--- src/rtl/crv_pkg.sv ---
// Shared constants for the vehicle-lane generator: per-level load patterns,
// lane direction type and the LFSR seed/taps used when CRV_LFSR_EN is defined.
package crv_pkg;

  typedef enum logic {DIR_LEFT, DIR_RIGHT} dir_e;

  localparam int unsigned PAT_LEVELS = 4;
  localparam int unsigned PAT_MAX_W  = 64;

  // Length of the vehicle run per level; right lanes park it at the MSB edge,
  // left lanes at the LSB edge (8-bit view: C0/E0/F0/F8 and 00/03/07/0F).
  localparam int unsigned RUN_R [PAT_LEVELS] = '{2, 3, 4, 5};
  localparam int unsigned RUN_L [PAT_LEVELS] = '{0, 2, 3, 4};

  localparam logic [7:0] LFSR_SEED = 8'hA5;
  localparam logic [7:0] LFSR_TAPS = 8'b1011_1000;

  typedef logic [PAT_MAX_W-1:0] pat_t;

  function automatic pat_t ones_low(int unsigned n);
    if (n == 0) return '0;
    return ~pat_t'(0) >> (PAT_MAX_W - n);
  endfunction

  function automatic int unsigned lvl_idx(int unsigned lvl);
    return (lvl >= PAT_LEVELS) ? PAT_LEVELS - 1 : lvl;
  endfunction

  function automatic pat_t pat_r(int unsigned lvl, int unsigned w);
    int unsigned r;
    r = RUN_R[lvl_idx(lvl)];
    if (r > w) r = w;
    return ones_low(r) << (w - r);
  endfunction

  function automatic pat_t pat_l(int unsigned lvl, int unsigned w);
    int unsigned r;
    r = RUN_L[lvl_idx(lvl)];
    if (r > w) r = w;
    return ones_low(r);
  endfunction

endpackage

--- src/rtl/carril_vehiculo.sv ---
// One vehicle lane: rotating register, speed counter and registered wrap pulse.
// A zero counter marks a lane that has never been loaded and therefore stays idle.
module carril_vehiculo
  import crv_pkg::*;
#(
  parameter int unsigned WIDTH     = 8,
  parameter int unsigned CNT_WIDTH = 4,
  parameter dir_e        DIR       = DIR_LEFT
) (
  input  logic                 clk,
  input  logic                 rst_n,
  input  logic                 load,
  input  logic [WIDTH-1:0]     load_pat,
  input  logic [CNT_WIDTH-1:0] period,
  input  logic                 step,
  input  logic                 inject,
  output logic [WIDTH-1:0]     lane,
  output logic                 wrap
);

  logic [CNT_WIDTH-1:0] cnt_q;
  logic                 out_bit;
  logic [WIDTH-1:0]     rotated;

  always_comb begin
    if (DIR == DIR_RIGHT) begin
      out_bit = lane[0];
      rotated = {out_bit | inject, lane[WIDTH-1:1]};
    end else begin
      out_bit = lane[WIDTH-1];
      rotated = {lane[WIDTH-2:0], out_bit | inject};
    end
  end

  always_ff @(posedge clk or negedge rst_n) begin
    if (!rst_n) begin
      lane  <= '0;
      cnt_q <= '0;
      wrap  <= 1'b0;
    end else if (load) begin
      lane  <= load_pat;
      cnt_q <= period;
      wrap  <= 1'b0;
    end else if (step && cnt_q != '0) begin
      if (cnt_q == CNT_WIDTH'(1)) begin
        cnt_q <= period;
        lane  <= rotated;
        wrap  <= out_bit;
      end else begin
        cnt_q <= cnt_q - CNT_WIDTH'(1);
        wrap  <= 1'b0;
      end
    end else begin
      wrap <= 1'b0;
    end
  end

endmodule

--- src/rtl/carriles_vehiculos.sv ---
// Parametrised vehicle-lane generator: level latch, per-lane rotators and frog collision.
// Define CRV_LFSR_EN to add LFSR-driven random traffic on each lane move.
module carriles_vehiculos
  import crv_pkg::*;
#(
  parameter int unsigned               NUM_LANES   = 6,
  parameter int unsigned               WIDTH       = 8,
  parameter int unsigned               NVL_WIDTH   = 2,
  parameter logic [NUM_LANES-1:0]      DIR_MASK    = 6'b101010,
  parameter logic [4*NUM_LANES-1:0]    PERIOD_BASE = {6{4'd8}},
  parameter int unsigned               CNT_WIDTH   = 4
) (
  input  logic                             CRV_CLOCK,
  input  logic                             CRV_RESET,
  input  logic [NVL_WIDTH-1:0]             CRV_NV_IN,
  input  logic                             CRV_CN_IN,
  input  logic                             CRV_TICK_IN,
  input  logic                             CRV_PAUSE_IN,
  input  logic [$clog2(NUM_LANES+1)-1:0]   CRV_FROG_LANE_IN,
  input  logic [$clog2(WIDTH)-1:0]         CRV_FROG_COL_IN,
  output logic [NUM_LANES*WIDTH-1:0]       CRV_LANES_OUT,
  output logic [NUM_LANES-1:0]             CRV_WRAP_OUT,
  output logic                             CRV_HIT_OUT,
  output logic [NVL_WIDTH-1:0]             CRV_LEVEL_OUT
);

  localparam int unsigned DW = CNT_WIDTH + 1;

  logic [NVL_WIDTH-1:0] level_q;
  logic [NVL_WIDTH-1:0] lvl_sel;
  logic                 step;
  logic [WIDTH-1:0]     lanes [NUM_LANES];
  logic [NUM_LANES-1:0] inject;
  logic                 hit_d;
  logic                 hit_q;

  // Counters reload with the period of the level taking effect this cycle.
  assign lvl_sel = CRV_CN_IN ? CRV_NV_IN : level_q;
  assign step    = CRV_TICK_IN & ~CRV_PAUSE_IN & ~CRV_CN_IN;

  always_ff @(posedge CRV_CLOCK or negedge CRV_RESET) begin
    if (!CRV_RESET)     level_q <= '0;
    else if (CRV_CN_IN) level_q <= CRV_NV_IN;
  end

  for (genvar i = 0; i < NUM_LANES; i++) begin : g_lane
    localparam dir_e LANE_DIR = DIR_MASK[i] ? DIR_RIGHT : DIR_LEFT;

    logic [DW-1:0]        diff;
    logic [CNT_WIDTH-1:0] period;
    logic [WIDTH-1:0]     pat;

    always_comb begin
      diff   = DW'(PERIOD_BASE[4*i +: 4]) - DW'(lvl_sel);
      period = (diff[DW-1] || diff == '0) ? CNT_WIDTH'(1) : diff[CNT_WIDTH-1:0];
      pat    = (LANE_DIR == DIR_RIGHT) ? WIDTH'(pat_r(32'(CRV_NV_IN), WIDTH))
                                       : WIDTH'(pat_l(32'(CRV_NV_IN), WIDTH));
    end

    carril_vehiculo #(
      .WIDTH     (WIDTH),
      .CNT_WIDTH (CNT_WIDTH),
      .DIR       (LANE_DIR)
    ) u_lane (
      .clk      (CRV_CLOCK),
      .rst_n    (CRV_RESET),
      .load     (CRV_CN_IN),
      .load_pat (pat),
      .period   (period),
      .step     (step),
      .inject   (inject[i]),
      .lane     (lanes[i]),
      .wrap     (CRV_WRAP_OUT[i])
    );

    assign CRV_LANES_OUT[WIDTH*i +: WIDTH] = lanes[i];
  end

`ifdef CRV_LFSR_EN
  logic [7:0] lfsr_q;

  always_ff @(posedge CRV_CLOCK or negedge CRV_RESET) begin
    if (!CRV_RESET)     lfsr_q <= LFSR_SEED;
    else if (CRV_CN_IN) lfsr_q <= LFSR_SEED;
    else if (step)      lfsr_q <= {lfsr_q[6:0], ^(lfsr_q & LFSR_TAPS)};
  end

  // Each lane looks at the shared LFSR rotated by its index.
  for (genvar i = 0; i < NUM_LANES; i++) begin : g_inj
    logic [2:0] fld;
    assign fld       = 3'({lfsr_q, lfsr_q} >> (i % 8));
    assign inject[i] = 32'(fld) < (32'(level_q) + 32'd1);
  end
`else
  assign inject = '0;
`endif

  always_comb begin
    hit_d = 1'b0;
    if (32'(CRV_FROG_LANE_IN) < NUM_LANES && 32'(CRV_FROG_COL_IN) < WIDTH)
      hit_d = lanes[CRV_FROG_LANE_IN][CRV_FROG_COL_IN];
  end

  always_ff @(posedge CRV_CLOCK or negedge CRV_RESET) begin
    if (!CRV_RESET) hit_q <= 1'b0;
    else            hit_q <= hit_d;
  end

  assign CRV_HIT_OUT   = hit_q;
  assign CRV_LEVEL_OUT = level_q;

endmodule
--- config.mk ---
export PLATFORM = sky130hd
export DESIGN_NAME = carriles_vehiculos
export DESIGN_NICKNAME = d
export VERILOG_FILES = /design/src/rtl/crv_pkg.sv /design/src/rtl/carril_vehiculo.sv /design/src/rtl/carriles_vehiculos.sv
export SDC_FILE = /design/constraint.sdc
export NUM_CORES = 1
export LEC_CHECK = 0
export ABC_AREA = 1
export ABC_CLOCK_PERIOD_IN_PS = 2450
export BUFFER_PORTS_ARGS = -buffer_cell sky130_fd_sc_hd__buf_4
export CAP_MARGIN = 40
export CORE_UTILIZATION = 30
export CTS_CLUSTER_SIZE = 10
export DETAILED_ROUTE_END_ITERATION = 8
export PLACE_DENSITY = 0.5
export SKIP_CTS_REPAIR_TIMING = 1
export SLEW_MARGIN = 20
export SYNTH_ARGS = -nofsm -noshare
export SYNTH_HDL_FRONTEND = slang
export SYNTH_SLANG_ARGS = --single-unit
--- constraint.sdc ---
create_clock -name CRV_CLOCK -period 2.45 [get_ports CRV_CLOCK]
set_input_delay 0.1225 -clock CRV_CLOCK [delete_from_list [all_inputs] [get_ports CRV_CLOCK]]
set_output_delay 0.1225 -clock CRV_CLOCK [all_outputs]
set_load 0.03 [all_outputs]
### After elaboration in Yosys (flattened, before gate mapping)

Cells that the tools add are included.

| storage, ports and cells | value |
|---|---|
| input bits | 13 |
| logic and storage cells | 161 |
| bits in registers | 81 |
| output and inout bits | 57 |

| operators by class | value |
|---|---|
| mux-type cells | 76 |
| reduce and logical (&&, ||, !) cells | 34 |
| add/subtract/negate cells | 10 |
| bitwise gates (word level) | 6 |
| eq/ne operators | 6 |
| shift-type cells | 3 |
| magnitude comparators | 6 |

Operator list:

| cell | count |
|---|---|
| 32-bit two-way mux | 6 |
| 8-bit two-way mux | 22 |
| 32-bit binary-select mux with 2-bit select | 2 |
| 64-bit two-way mux | 2 |
| 4-bit two-way mux | 19 |
| 32-bit by 4-bit greater-than comparator with 1-bit output (second input constant) | 2 |
| 32-bit zero test | 2 |
| 64-bit by 32-bit left shift with 8-bit output | 1 |
| 64-bit by 32-bit >> shifter with 64-bit output (first input constant) | 1 |
| 64-bit by 32-bit >> shifter with 8-bit output (first input constant) | 1 |
| 7-bit by 32-bit subtractor with 32-bit output (first input constant) | 2 |
| 33-bit by 3-bit greater-or-equal comparator with 1-bit output (second input constant) | 1 |
| 2-bit NOT with 33-bit output | 1 |
| 4-bit by 32-bit subtractor with 32-bit output (first input constant) | 1 |
| 8-bit binary-select mux with 3-bit select | 1 |
| 4-bit by 1-bit == test with 1-bit output (second input constant) | 6 |
| 2-bit nonzero test | 12 |
| 4-bit nonzero test | 6 |
| 4-bit by 1-bit subtractor with 4-bit output (second input constant) | 6 |
| 1-bit two-way mux | 22 |
| 2-bit AND reduction | 6 |
| 1-bit logical AND | 6 |
| 5-bit zero test | 1 |
| 4-bit by 2-bit subtractor with 5-bit output (first input constant) | 1 |
| 9 further kinds | 11 |

### Logic depth before layout (Yosys ltp)

Gate-level depths: netlist (run 1).

| logic depth | value |
|---|---|
| depth in word-level cells | 11 |
| gate-level depth with buffers | 11 |

### Modules after synthesis

From an unflattened synthesis (run 1), not the netlist that was laid out.

| second synthesis, totals | value |
|---|---|
| cell total of the unflattened synthesis | 813 |
| area total of the unflattened synthesis | 5605.4 um^2 |

Modules (own cells, without submodules):

| module | instances | cells each | area an instance (um^2) |
|---|---|---|---|
| carril_vehiculo | 6 | 111 | 805.8 |
| carriles_vehiculos | 1 | 147 | 770.7 |

### Least setup slack after synthesis (run 1)

No wires, ideal clock.

| timing path | value |
|---|---|
| kind | register to register |
| start | reg level_q[0] (netlist: CRV_LEVEL_OUT[0]) |
| end | reg g_lane[0].u_lane.cnt_q[1] |
| data required time | 2.320 ns |
| library setup time | 0.130 ns |
| data arrival time | 1.359 ns |
| cell stages (with the launch flop) | 7 |
| setup slack | 0.961 ns |
| path buffers | 0 |
| path through | dfrtp_1 nand2_1 nand2_1 inv_1 ha_1 o211ai_1 o21ai_0 |

| between the ends | value |
|---|---|
| word-level cells in the longest chain between the ends | 8 |

RTL lines:

| item | RTL line | source |
|---|---|---|
| start, declared | carriles_vehiculos.sv:29 | `logic [NVL_WIDTH-1:0] level_q;` |
| start signal, assigned | carriles_vehiculos.sv:42 | `if (!CRV_RESET) level_q <= '0;` |
| start signal, assigned | carriles_vehiculos.sv:43 | `else if (CRV_CN_IN) level_q <= CRV_NV_IN;` |
| 2-bit two-way mux (*) | n/a |  |
| 4-bit by 2-bit subtractor with 5-bit output (*) | carriles_vehiculos.sv:54 | `diff = DW'(PERIOD_BASE[4*i +: 4]) - DW'(lvl_sel);` |
| net g_lane[0].diff[0] | carriles_vehiculos.sv:49 | `logic [DW-1:0] diff;` |
| 5-bit zero test (*) | carriles_vehiculos.sv:55 | `period = (diff[DW-1] \|\| diff == '0) ? CNT_WIDTH'(1) : diff[CNT_WIDTH-1:0];` |
| 1-bit logical OR (*) | carriles_vehiculos.sv:55 |  |
| 4-bit two-way mux (*) | carriles_vehiculos.sv:55 |  |
| 4-bit two-way mux | carril_vehiculo.sv:45 | `if (cnt_q == CNT_WIDTH'(1)) begin` |
| 4-bit two-way mux | carril_vehiculo.sv:44 | `end else if (step && cnt_q != '0) begin` |
| 4-bit two-way mux (*) | carril_vehiculo.sv:40 | `end else if (load) begin` |
| end signal, assigned | carril_vehiculo.sv:42 | `cnt_q <= period;` |
| end signal, assigned | carril_vehiculo.sv:46 | `cnt_q <= period;` |
| end signal, assigned | carril_vehiculo.sv:50 | `cnt_q <= cnt_q - CNT_WIDTH'(1);` |
| end, declared | carril_vehiculo.sv:21 | `logic [CNT_WIDTH-1:0] cnt_q;` |

The timed path passes the listed nets; every way through them passes the cells marked *. The select of a mux whose other input is x is not followed.
A chain may end at the register's enable or synchronous reset.

### Worst setup path after layout (run 1)

| timing path | value |
|---|---|
| start | reg g_lane[0].u_lane.cnt_q[1] |
| end | reg g_lane[0].u_lane.lane[6] |

| between the ends | value |
|---|---|
| word-level cells in the longest chain between the ends | 4 |
| elaborated cells on any way between the ends | 6 |
| classes of those cells | eq/ne (1); reduce/logical (5) |

RTL lines:

| item | RTL line | source |
|---|---|---|
| 4-bit nonzero test | carril_vehiculo.sv:44 |  |
| 1-bit logical AND | carril_vehiculo.sv:44 |  |
| 2-bit nonzero test (no source line) | n/a |  |
| 2-bit AND reduction (no source line) (*) | n/a |  |
| end signal, assigned | carril_vehiculo.sv:41 | `lane <= load_pat;` |
| end signal, assigned | carril_vehiculo.sv:47 | `lane <= rotated;` |
| end, declared | carril_vehiculo.sv:17 | `output logic [WIDTH-1:0] lane,` |

Mark *: on every way between the ends. The rest lies on a longest branch, timed or not.

==> results of run 1 <==
==> Yosys cell counts <==
cell type / count
nand2_1: 130
dfrtp_1: 81
inv_1: 68
nand3_1: 53
o21ai_0: 52
nor2_1: 28
ha_1: 23
a21oi_1: 20
o21ai_1: 18
a31oi_1: 14
o211ai_1: 14
nand2_2: 13
buf_2: 10
xor2_1: 10
buf_4: 7
o22ai_1: 7
buf_6: 6
inv_2: 6
nor3_1: 5
inv_4: 4
nand2_4: 4
o31ai_1: 3
a31oi_2: 2
clkbuf_1: 2
nor2_2: 2
nor2_4: 1
nor2_8: 1
or2_1: 1
==> report_power, final <==
group          internal [mW]  leakage [nW]  switching, mW
logic                  0.563          1.56           1.05
registers               1.60          1.01          0.257
clock network          0.987         0.161          0.567
total                   3.15          2.73           1.87
==> cell families (layout without fill, tap and decap cells) <==
logic type,after synthesis,count (layout)
simple gates,238,238
compound gates,130,130
fa+ha+maj,23,23
buf+inv,103,165
xor+xnor,10,10
flops,81,81
==> per-stage QoR <==
stage	hold WS, ns	area (um2)	power (mW)	instances	setup WS (ns)
global placement	0.181	5280	3.47	819	0.646
finish	0.0796	5620	5.02	835	0.699
CTS	-0.194	5610	5.06	834	0.700
floorplan	-0.173	4680	2.92	585	0.961
detailed placement	0.179	5280	3.49	819	0.543
global route	0.0795	5620	5.31	835	0.525
==> registers in the layout, summed over array words and instances (netlist names) <==
name,count
g_lane.u_lane.lane,48
CRV_LEVEL_OUT,2
CRV_HIT_OUT,1
g_lane.u_lane.wrap,6
g_lane.u_lane.cnt_q,24
==> worst min-delay path by stage <==
stage / from / end / depth (start not counted)
global placement: CRV_RESET / g_lane[4].u_lane.lane[1] / 1
detailed placement: CRV_RESET / g_lane[4].u_lane.lane[1] / 1
CTS: CRV_RESET / g_lane[4].u_lane.lane[1] / 1
global route: CRV_FROG_COL_IN[2] / CRV_HIT_OUT / 4
finish: CRV_FROG_COL_IN[2] / CRV_HIT_OUT / 4
floorplan: CRV_RESET / CRV_HIT_OUT / 0
==> area by class of cell <==
class	instances	area (um2)
fillers	1602	9580
multi-input cells	401	2170
flip-flops and latches	81	2030
repair buffers	72	556
inverters	78	303
well taps	188	235
clock buffers	9	225
clock inverters	6	108
==> worst max-delay path: stages (launching register included) <==
cell     delay (ns)
dfrtp_1        0.36
inv_1          0.12
ha_1           0.16
nand3_1        0.09
nand2_1        0.16
inv_1          0.12
nor2_2         0.37
inv_1          0.11
nand2_1        0.07
o31ai_1        0.06
==> per-layer routing <==
layer | global-route usage [%] | vias up | routed length, um
li1 | - | 2034 | -
met1 | 21.9 | 1968 | 6190
met2 | 27.6 | 110 | 6050
met3 | 2.70 | 22 | 528
met4 | 6.37 | 0 | 275
met5 | 0 | - | 0
==> summary.md, run 1 <==
| Metric | Value |
|---|---|
| IO buf count | `69` |
| PwrDens | `893 nW/um2` |
| Fin crit share | `71.5%` |
| Clock skew | `0.0111 ns` |
| # nets final | `679` |
| Worst slew pin tran | `0.612 ns` |
| Post-Synth XOR/XNOR Area | `1.87%` |
| Worst setup EP type | `register` |
| Yosys warns | `0` |
| CTS tree | `built` |
| R2R cell count | `9` |
| Seq/Total Area, Yosys | `43.3%` |
| Fin util | `37.0%` |
| Maximum clock rate | `571 MHz` |
| P_leak | `2.73 nW` |
| Synth Register Bits | `81` |
| Layout cells sized above 1 | `18.4%` |
| Root Buffer | `clkbuf_16` |
| Largest net degree at the start of global routing | `47` |
| Setup-failing EPs final | `0` |
| IO Pins | `70` |
| Min cycle time layout | `1.75 ns` |
| Die H | `127 um` |
| Required @ worst endpoint | `2.67 ns` |
| HP Class | `in -> reg` |
| Num CTS Buffers | `9` |
| 1st-iter DRT viols | `290` |
| Top cells by area, synth | `dfrtp_1 (43%), nand2_1 (10%), ha_1 (6.2%), nand3_1 (5.7%), o21ai_0 (5.6%)` |
| Clk slew on worst S/H paths | `0.07 ns` |
| Vias per inst | `4.95` |
| First-pass GRT wire length | `20,800 um` |
| Core area | `15,200 um2` |
| Initial antenna violation count | `0` |
| Final antenna-violating net count | `0` |
| GP Congestion | `0.811` |
| Mapped Nets | `621` |
| Clk_lat worst skew | `0.35 ns` |
| Initial Utilization | `30.8%` |
| CTS Buffer Depth | `2` |
| Commonest non-fill, non-tap cell in the layout | `nand2_1` |
| Largest family of logic cells by synthesized area | `simple AND/OR/NAND/NOR gates` |
| Critical path launch point type | `register` |
| Synth Area in Compound Gates | `15.7%` |
| H-tree Lvls | `3` |
| Flop2flop setup slack | `0.70 ns` |
| Post-Synth Adder-Cell Area | `6.15%` |
| Simple-gate share of the synthesized area | `22.7%` |
| Setup TNS | `0 ns` |
| Cells after synthesis | `585` |
| First-pass iteration count of the detailed router | `5` |
| Worst IR drop on VDD | `0.000401 V` |
| Status | `finished, final reports clean` |
| WL final | `13,000 um` |
| RSZ-0062 raised after global routing | `false` |
| Gr ovfl total | `0` |
| Layout area overhead | `20.2%` |
| # DRC | `0` |
| CP endpoint | `g_lane[0].u_lane.lane[6]` |
| Worst r2r dst | `g_lane[0].u_lane.lane[6]` |
| Die X | `127 um` |
| Vias in the first global route | `3,850` |
| Final hold vios | `0` |
| R2r startpoint | `g_lane[0].u_lane.cnt_q[1]` |
| Post-synthesis mux area share | `0%` |
| Most frequent cells in the layout | `nand2_1 (130), dfrtp_1 (81), buf_4 (70)` |
| Crit Path Category | `reg -> reg` |
| WP data arrival | `1.97 ns` |
| Worst rel slew slack | `59.2%` |
| DR WL/cell | `15.6 um` |
| Post-Syn Area per Cell | `7.99 um2` |
| Post-Syn Area | `4680 um2` |
| Pins over their slew limit | `0` |
| Gr usage total | `16.7%` |
| DR vias | `4,134` |
| Diode count | `0` |
| FP Rows | `45` |
| Share of the synthesized area in the top cell type | `43.3%` |
| Max FO, Critical Path | `12` |
| CTS sink cnt | `81` |
| Biggest area consumer among synthesized cells | `dfrtp_1` |
| Max-cap violations | `0` |
| Die Area | `16,100 um2` |
| Hpwl dp | `9520 um` |
| Distinct cells, synth | `28` |
| CP Launch Point | `g_lane[0].u_lane.cnt_q[1]` |
Note: power is estimated with default switching activity, not from simulation.
==> run 2, diff against run 1 <==
--- a/config.mk
+++ b/config.mk
@@ -6,13 +6,13 @@
 export NUM_CORES = 1
 export LEC_CHECK = 0
 export ABC_AREA = 1
-export ABC_CLOCK_PERIOD_IN_PS = 2450
+export ABC_CLOCK_PERIOD_IN_PS = 1450
 export BUFFER_PORTS_ARGS = -buffer_cell sky130_fd_sc_hd__buf_4
 export CAP_MARGIN = 40
 export CORE_UTILIZATION = 30
 export CTS_CLUSTER_SIZE = 10
 export DETAILED_ROUTE_END_ITERATION = 8
-export PLACE_DENSITY = 0.5
+export PLACE_DENSITY = 0.52
 export SKIP_CTS_REPAIR_TIMING = 1
 export SLEW_MARGIN = 20
 export SYNTH_ARGS = -nofsm -noshare
==> constraint.sdc (replaced) <==
create_clock -name CRV_CLOCK -period 1.45 [get_ports CRV_CLOCK]
set_input_delay 0.0725 -clock CRV_CLOCK [delete_from_list [all_inputs] [get_ports CRV_CLOCK]]
set_output_delay 0.0725 -clock CRV_CLOCK [all_outputs]
set_load 0.03 [all_outputs]
==> run 2 against run 1 <==
Design area rose by 9.2%; count of clock-buffer cells in the layout up 2; first-iteration DRC count down 6.9%; global-route usage fell by 0.31 points; utilization is 3.4 points higher; final cell count rose by 5.9%; fmax grew 24%; critical endpoint is now g_lane[3].u_lane.cnt_q[3]; register-to-register slack worse by 0.66 ns; combinational power grew 98%; non-clock buffer count is 46 higher; largest cell class unchanged; sequential power rose by 69%; sequential share of layout area shrank 3.0 points.
==> summary.md, run 2 (synthesized netlist as in run 1, its figures left out) <==
| Metric | Value |
|---|---|
| IO buf count | `69 (unchanged)` |
| Crit Path Category | `reg -> reg` |
| Pins over their slew limit | `0 (unchanged)` |
| Gr ovfl total | `0 (unchanged)` |
| Final antenna-violating net count | `0 (unchanged)` |
| # nets final | `727 (+7.1%)` |
| Layout cells sized above 1 | `29.0% (+11 points)` |
| 1st-iter DRT viols | `270 (-6.9%)` |
| Commonest non-fill, non-tap cell in the layout | `nand2_1` |
| Min cycle time layout | `1.41 ns (-0.338 ns)` |
| Initial Utilization | `30.8% (unchanged)` |
| Clock skew | `0.00727 ns (-0.00384 ns)` |
| Setup-failing EPs final | `0 (unchanged)` |
| Fillers | `1,552 (-3.1%)` |
| Reg with most FFs | `g_lane.u_lane.lane` |
| Gr usage total | `16.4% (-0.31 points)` |
| Hpwl dp | `9670 um (+1.6%)` |
| Setup TNS | `0 ns (unchanged)` |
| IO Pins | `70 (unchanged)` |
| Vias in the first global route | `3,943 (+2.4%)` |
| Die Area | `16,100 um2 (unchanged)` |
| Critical Path, Cell by Cell | `ha_1, nand3_2, nand2_4, buf_4, nand2_1, nand2_1, a21oi_1, a21oi_1` |
| Worst IR drop on VDD | `0.000595 V (+48%)` |
| DR vias | `4,334 (+4.8%)` |
| WL final | `13,300 um (+2.1%)` |
| H-tree Lvls | `3 (unchanged)` |
| CTS Buffer Depth | `2 (unchanged)` |
| WP data arrival | `1.63 ns (-0.34 ns)` |
| Layout area overhead | `31.3%` |
| Non-Filler Instances | `884 (+5.9%)` |
| Reg area | `2030 um2 (about the same)` |
| Required @ worst endpoint | `1.67 ns (-1.00 ns)` |
| CTS tree | `built` |
| Worst rel slew slack | `54.7% (-4.5 points)` |
| DR WL/cell | `15.1 um (-3.5%)` |
| Critical path's largest stage delay | `0.40 ns (+0.03 ns)` |
| Num CTS Buffers | `9 (unchanged)` |
| Largest net degree at the start of global routing | `45 (-4.3%)` |
| Max reg flops | `48 (unchanged)` |
| Most frequent cells in the layout | `nand2_1 (127), buf_4 (111), dfrtp_1 (80)` |
| PwrDens | `1390 nW/um2 (+56%)` |
| Root Buffer | `clkbuf_16` |
| Multi-input logic area | `2330 um2 (+7.3%)` |
| FP Rows | `45 (unchanged)` |
| Maximum clock rate | `708 MHz (+24%)` |
| HP Class | `in -> reg` |
| Die H | `127 um (unchanged)` |
| Worst setup EP type | `register` |
| Initial antenna violation count | `0 (unchanged)` |
| Vias per inst | `4.90 (-0.97%)` |
| Diode count | `0 (unchanged)` |
| Top Registers | `g_lane.u_lane.lane x48, g_lane.u_lane.cnt_q x24, g_lane.u_lane.wrap x6` |
| Critical path launch point type | `register` |
| RSZ-0062 raised after global routing | `true` |
| Fin crit share | `97.4% (+26 points)` |
| # DRC | `0 (unchanged)` |
| Clk_lat worst skew | `0.34 ns (about the same)` |
| Clk slew on worst S/H paths | `0.07 ns (about the same)` |
| Max stage delay cell, worst path | `dfrtp_1` |
| First-pass iteration count of the detailed router | `5 (unchanged)` |
| Status | `finished, final reports clean` |
| GP Congestion | `0.883 (+8.8%)` |
| Die X | `127 um (unchanged)` |
| Worst slew pin tran | `0.672 ns (+0.0604 ns)` |
| Flop2flop setup slack | `0.04 ns (-0.66 ns)` |
| P_leak | `2.94 nW (+7.7%)` |
| First-pass GRT wire length | `20,500 um (-1.5%)` |
| Max-cap violations | `0 (unchanged)` |
| Max FO, Critical Path | `5 (-7)` |
| Final hold vios | `0 (unchanged)` |
| Core area | `15,200 um2 (unchanged)` |
| Placed cell count | `853 (+4.2%)` |
| CTS sink cnt | `81 (unchanged)` |
## run 2: cell type report
cell class,count,share of cell area [%]
timing repair inverter,1,0.102
clock inverter,5,0.652
sequential,81,33.0
multi-input combinational,402,37.9
tap,188,3.83
timing repair buffer,118,15.1
clock buffer,11,4.12
inverter,78,5.26
## run 2: worst max-delay path, delay by kind of cell, from the launching register on
kind | cells | cell delay, ns
DFF | 1 | 0.40
and+or+nand+nor | 4 | 0.33
adders and majority gates | 1 | 0.23
AOI/OAI and AO/OA | 2 | 0.18
buffers and inverters | 1 | 0.15
## run 2: through the flow
| stage | power [mW] | instance area, um2 | setup WS [ns] | utilization [%] | hold slack [ns] |
|---|---|---|---|---|---|
| after floorplan | 4.94 | 4680 | 0.0379 | - | -0.223 |
| after global placement | 6.04 | 5550 | 0.0273 | 36.5 | 0.00570 |
| after detailed placement | 6.11 | 5550 | -0.0287 | 36.5 | 0.00597 |
| after CTS | 8.36 | 5840 | -0.0481 | 38.4 | -0.357 |
| after global routing | 9.06 | 6140 | -0.0545 | 40.4 | 0.0615 |
| final | 8.54 | 6140 | 0.0374 | 40.4 | 0.0205 |
## run 2: worst paths after layout
path | from | to | cells after the start
max in group asynchronous | CRV_RESET | g_lane[1].u_lane.lane[4] | 3
min in group asynchronous | CRV_RESET | g_lane[2].u_lane.lane[2] | 2
worst min register to register | g_lane[3].u_lane.cnt_q[0] | g_lane[3].u_lane.cnt_q[0] | 2
worst max-delay path | g_lane[3].u_lane.cnt_q[0] | g_lane[3].u_lane.cnt_q[3] | 8
worst min-delay path | CRV_FROG_COL_IN[2] | CRV_HIT_OUT | 4
worst max register to register | g_lane[3].u_lane.cnt_q[0] | g_lane[3].u_lane.cnt_q[3] | 8
## run 2: per-layer routing
metal  wire (um)  global-route usage (%)  up-vias
met2        6260                    26.4      115
li1            -                       -     2135
met4         250                    5.74        0
met5           0                       0        -
met3         620                    2.83       18
met1        6190                    22.2     2066
## run 2: report_power, final
part	total [mW]	internal, mW	switching [mW]
clock	2.23	1.26	0.966
combinational	3.18	1.23	1.94
sequential	3.14	2.70	0.432
